==> config.mk <==
export PLATFORM = sky130hd
export DESIGN_NAME = ramrwp_fifoctl
export DESIGN_NICKNAME = d
export VERILOG_FILES = /design/src/rtl/ramrwp_pbuf.sv /design/src/rtl/ramrwp_fifoctl.sv
export SDC_FILE = /design/constraint.sdc
export NUM_CORES = 1
export LEC_CHECK = 0
export ABC_AREA = 1
export CAP_MARGIN = 20
export CORE_UTILIZATION = 47
export DETAILED_ROUTE_END_ITERATION = 8
export PLACE_DENSITY = 0.82
export REMOVE_ABC_BUFFERS = 1
export SLEW_MARGIN = 40
export SYNTH_ARGS = -nofsm -noshare
export SYNTH_HDL_FRONTEND = slang
export SYNTH_SLANG_ARGS = --single-unit
==> constraint.sdc <==
create_clock -name clk -period 4.93 [get_ports clk]
set_input_delay 0.7395 -clock clk [delete_from_list [all_inputs] [get_ports clk]]
set_output_delay 0.7395 -clock clk [all_outputs]
set_load 0.05 [all_outputs]
==> src/rtl/ramrwp_pbuf.sv <==
// Two-entry show-ahead register FIFO that holds words returned by the RAM.
// The head entry is always presented on head; a load and a pop can share a cycle.
module ramrwp_pbuf #(
  parameter int WIDTH = 32
) (
  input  logic             clk,
  input  logic             rst_n,
  input  logic             flush,
  input  logic             load,
  input  logic [WIDTH-1:0] din,
  input  logic             pop,
  output logic [1:0]       cnt,
  output logic [WIDTH-1:0] head
);

  logic [WIDTH-1:0] ent0_reg, ent1_reg;
  logic [1:0]       cnt_reg;

  always_ff @(posedge clk or negedge rst_n) begin
    if (!rst_n) begin
      ent0_reg <= '0;
      ent1_reg <= '0;
      cnt_reg  <= '0;
    end else if (flush) begin
      ent0_reg <= '0;
      ent1_reg <= '0;
      cnt_reg  <= '0;
    end else begin
      case ({load, pop})
        2'b10: begin
          if (cnt_reg == 2'd0) ent0_reg <= din;
          else                 ent1_reg <= din;
          cnt_reg <= cnt_reg + 2'd1;
        end
        2'b01: begin
          ent0_reg <= ent1_reg;
          cnt_reg  <= cnt_reg - 2'd1;
        end
        2'b11: begin
          // count is unchanged; with one entry the new word goes straight to the head
          if (cnt_reg == 2'd1) begin
            ent0_reg <= din;
          end else begin
            ent0_reg <= ent1_reg;
            ent1_reg <= din;
          end
        end
        default: ;
      endcase
    end
  end

  assign cnt  = cnt_reg;
  assign head = ent0_reg;

endmodule

==> src/rtl/ramrwp_fifoctl.sv <==
// FIFO controller mastering an external two-port RAM with 1-cycle read latency,
// presenting a show-ahead pop interface through a 2-entry prefetch buffer.
module ramrwp_fifoctl #(
  parameter int ADDRBIT = 9,
  parameter int DEPTH   = 512,
  parameter int WIDTH   = 32
) (
  input  logic               clk,
  input  logic               rst_n,
  input  logic               flush,
  input  logic               push,
  input  logic [WIDTH-1:0]   pdat,
  output logic               full,
  input  logic               pop,
  output logic               rd_vld,
  output logic [WIDTH-1:0]   rd_dat,
  output logic [ADDRBIT+1:0] level,
  output logic               ovf_err,
  output logic               udf_err,
  input  logic               clr_err,
  output logic [ADDRBIT-1:0] ram_wa,
  output logic               ram_we,
  output logic [WIDTH-1:0]   ram_di,
  output logic [ADDRBIT-1:0] ram_ra,
  output logic               ram_re,
  input  logic [WIDTH-1:0]   ram_do
);

  localparam int CW = ADDRBIT + 1;
  localparam int LW = ADDRBIT + 2;

  logic [ADDRBIT-1:0] wptr_reg, rptr_reg;
  logic [CW-1:0]      ram_cnt_reg;
  logic               inflight_reg;
  logic               ovf_reg, udf_reg;
  logic [1:0]         pbuf_cnt;
  logic               pop_ok;
  logic [2:0]         slots;

  // Explicit wrap so non-power-of-2 depths work.
  function automatic logic [ADDRBIT-1:0] wrap_inc(input logic [ADDRBIT-1:0] p);
    return (p == ADDRBIT'(DEPTH - 1)) ? '0 : p + ADDRBIT'(1);
  endfunction

  assign full   = (ram_cnt_reg == CW'(DEPTH));
  assign pop_ok = pop & rd_vld;
  assign slots  = {1'b0, pbuf_cnt} + {2'b00, inflight_reg} - {2'b00, pop_ok};

  assign ram_we = push & ~full & ~flush;
  assign ram_wa = wptr_reg;
  assign ram_di = pdat;
  assign ram_re = (ram_cnt_reg != '0) & (slots < 3'd2) & ~flush;
  assign ram_ra = rptr_reg;

  assign rd_vld  = (pbuf_cnt != 2'd0);
  assign level   = LW'(ram_cnt_reg) + LW'(inflight_reg) + LW'(pbuf_cnt);
  assign ovf_err = ovf_reg;
  assign udf_err = udf_reg;

  always_ff @(posedge clk or negedge rst_n) begin
    if (!rst_n) begin
      wptr_reg     <= '0;
      rptr_reg     <= '0;
      ram_cnt_reg  <= '0;
      inflight_reg <= 1'b0;
    end else if (flush) begin
      wptr_reg     <= '0;
      rptr_reg     <= '0;
      ram_cnt_reg  <= '0;
      inflight_reg <= 1'b0;
    end else begin
      if (ram_we) wptr_reg <= wrap_inc(wptr_reg);
      if (ram_re) rptr_reg <= wrap_inc(rptr_reg);
      inflight_reg <= ram_re;
      case ({ram_we, ram_re})
        2'b10:   ram_cnt_reg <= ram_cnt_reg + CW'(1);
        2'b01:   ram_cnt_reg <= ram_cnt_reg - CW'(1);
        default: ;
      endcase
    end
  end

  // Sticky errors survive flush; a new error beats a same-cycle clear.
  always_ff @(posedge clk or negedge rst_n) begin
    if (!rst_n) begin
      ovf_reg <= 1'b0;
      udf_reg <= 1'b0;
    end else begin
      ovf_reg <= (push & full & ~flush) | (ovf_reg & ~clr_err);
      udf_reg <= (pop & ~rd_vld & ~flush) | (udf_reg & ~clr_err);
    end
  end

  ramrwp_pbuf #(.WIDTH(WIDTH)) u_pbuf (
    .clk   (clk),
    .rst_n (rst_n),
    .flush (flush),
    .load  (inflight_reg),
    .din   (ram_do),
    .pop   (pop_ok),
    .cnt   (pbuf_cnt),
    .head  (rd_dat)
  );

`ifndef SYNTHESIS
  always_ff @(posedge clk) begin
    assert (!(ram_re && ram_we && (ram_wa == ram_ra)))
      else $error("ramrwp_fifoctl: read/write collision at address %0d", ram_wa);
  end
`endif

endmodule

==> impl_metrics.env <==
export IMPL_p_leak_nw=3.16
export IMPL_nNetsFinal=802
export IMPL_drtIter0Drc=207
export IMPL_cts_sinks=97
export IMPL_clk_pin_slew_ps=60
export IMPL_initial_utilization=0.490
export IMPL_criticalPathCategory="in2out"
export IMPL_gp_congestion=0.927
export IMPL_r2r_start="u_pbuf.cnt[1]"
export IMPL_syn_area_sq_um=5410
export IMPL_syn2layout_area_growth_pct=23.0
export IMPL_postCtsHoldBufs=0
export IMPL_die_area_sq_um=11900
export IMPL_endpoint_kind="primary output"
export IMPL_placed_area_sq_um=6320
export IMPL_synth_warnings=0
export IMPL_clk_latency_ps=340
export IMPL_post_cts_setup_buffers=0
export IMPL_path_max_fanout=5
export IMPL_cts_tree="done"
export IMPL_cp_data_required_time_ps=4190
export IMPL_cts_htree_levels=3
export IMPL_fill_cells=972
export IMPL_row_count=38
export IMPL_grt_pass1_vias=4511
export IMPL_status="completed"
export IMPL_ys_seq_elements=97
export IMPL_syn_area_per_cell_sq_um=8.34
export IMPL_reg2regPathDepth=20
export IMPL_skew_ps=7.39
export IMPL_tightest_slew_ps=659
export IMPL_yosysUniqueCellTypes=35
export IMPL_grt_pass1_wl_um=21700
export IMPL_maxSlewHeadroom=0.559
export IMPL_setup_viol_count_final=0
export IMPL_die_h_um=109
export IMPL_overflow=0
export IMPL_dr_pass1_iters=7
export IMPL_vias=4588
export IMPL_hp_class="in2async"
export IMPL_period_needed_ps=4450
export IMPL_antenna_found_initial=0
export IMPL_setup_tns_ps=0
export IMPL_max_vdd_ir_drop_v=0.000538
export IMPL_synth_edf_count=0
export IMPL_critPathLaunchType="input pin"
export IMPL_numCtsBuffers=9
export IMPL_viasPerCell=5.35
export IMPL_maxCapViolCount=0
export IMPL_grt_max_degree=65
export IMPL_yosysSeqAreaShare=0.449
export IMPL_clockBufferDepth=2
export IMPL_postLayoutCellArea_sq_um=6650
export IMPL_ys_flop_type="dfrtp_1"
export IMPL_antenna_left=0
export IMPL_report_final_slew_viol_count=0
export IMPL_async_flop_share=1.00
export IMPL_reg2reg_to="ram_cnt_reg[8]"
export IMPL_dp_hpwl_um=9610
export IMPL_root_buffer="clkbuf_16"
export IMPL_io_buffers=104
export IMPL_power_density_nw_per_um2=535
export IMPL_finalHoldViolations=0
export IMPL_ctsResizeCount=0
export IMPL_fmax_ghz=0.225
export IMPL_routed_wl_um=13600
export IMPL_arrival_ps=3710
export IMPL_r2r_setup_slack_ps=750
export IMPL_drive_above_1_share=0.0752
export IMPL_wl_per_cell_um=15.9
export IMPL_die_width_um=109
export IMPL_syn_inst=648
export IMPL_finalCritPeriodShare=0.903
export IMPL_n_antenna_cell=0
export IMPL_core_area_sq_um=11000
export IMPL_ios=169
export IMPL_regArea_sq_um=2430
export IMPL_drc=0
export IMPL_grtUsageTotal=0.238
export IMPL_rsz0062_at_grt="no"
export IMPL_multi_input_area_sq_um=2210
export IMPL_final_core_util=0.603
worst max-delay path by stage:
stage                        from             end  slack (ps)
CTS                           pop          ram_re         450
global route        u_pbuf.cnt[1]          ram_re         170
global placement              pop  ram_cnt_reg[6]         580
floorplan                     pop  ram_cnt_reg[6]        1300
detailed placement            pop  ram_cnt_reg[9]         400
finish                        pop          ram_re         480
critical path, stage by stage:
cell             delay [ps]
clkdlybuf4s50_1         480
inv_1                    60
nor2_2                  220
inv_1                   110
nor2_1                  170
o21ai_0                 120
fa_1                    390
xnor2_1                 220
nand3_2                 140
nor2_2                  210
clkdlybuf4s50_1         840
report_power, final:
part | internal [mW] | switching (mW) | total, mW
combinational | 0.566 | 1.20 | 1.77
clock | 0.421 | 0.294 | 0.715
sequential | 0.947 | 0.132 | 1.08
metal layers:
metal  part of all wire  global-route usage  vias to the layer above
li1                   -                   -                     2197
met1               0.43               0.304                     2165
met2               0.46               0.371                      207
met3              0.096              0.0891                       19
met4              0.015              0.0790                        0
met5                  0              0.0179                        -
area by class of cell:
cell class,instances,share of cell area
flip-flops and latches,97,0.365
multi-input cells,379,0.332
repair buffers,109,0.164
inverters,117,0.0664
clock buffers,12,0.0386
well taps,140,0.0263
clock inverters,4,0.00771
kinds of logic (layout without fill, tap and decap cells):
kind of cell,Yosys count,after routing,share of synthesized area
AOI/OAI and AO/OA,139,139,0.147
DFF,97,97,0.449
xor gates and xnor gates,24,24,0.0389
and+or+nand+nor,197,197,0.170
adders and majority gates,19,19,0.0495
buffers and inverters,172,242,0.145
cell usage in the layout, fill, tap and decap left out, types with 2 or more instances in the layout:
master / count
nor2_1: 21
nand3_2: 2
dfrtp_1: 97
nand3_1: 53
clkdlybuf4s50_1: 103
ha_1: 15
nand2_4: 3
a21oi_1: 6
inv_2: 6
o21ai_0: 75
buf_4: 5
xor2_1: 19
inv_1: 110
o21ai_1: 2
nand2_2: 3
nand2_1: 92
o22ai_1: 43
nor3_1: 7
clkbuf_8: 2
nand4_1: 6
nor2_4: 4
xnor2_1: 5
o21ai_2: 7
nor2_2: 3
clkbuf_16: 9
o21bai_1: 2
fa_1: 4
synthesized netlist by cell type, types with 2 or more instances:
cell type	count	area, sq um
dfrtp_1	97	2430
nand3_1	54	270
nor2_1	21	78.8
o22ai_1	43	269
nand4_1	6	37.5
nor2_2	3	18.8
inv_1	110	413
ha_1	15	188
nor2_4	4	45.0
buf_2	6	30.0
o21ai_0	75	375
o21bai_1	2	15.0
nand2_4	2	22.5
fa_1	4	80.1
o21ai_1	2	10.0
xor2_1	19	166
a21oi_1	6	30.0
o21ai_2	7	61.3
clkbuf_1	16	60.1
xnor2_1	5	43.8
nand2_1	94	353
nand2_2	2	12.5
buf_4	32	240
inv_2	6	22.5
nor3_1	7	35.0
stage by stage:
| step | hold WS, ps | instances | power [mW] | worst slack (ps) |
|---|---|---|---|---|
| final | 257 | 858 | 3.56 | 478 |
| after global routing | 255 | 858 | 3.76 | 168 |
| after CTS | 480 | 857 | 3.57 | 446 |
| after detailed placement | 501 | 841 | 2.84 | 402 |
| after global placement | 491 | 841 | 2.79 | 582 |
| after floorplan | 444 | 593 | 2.29 | 1300 |
No activity file was read; power rests on OpenSTA's default activity.
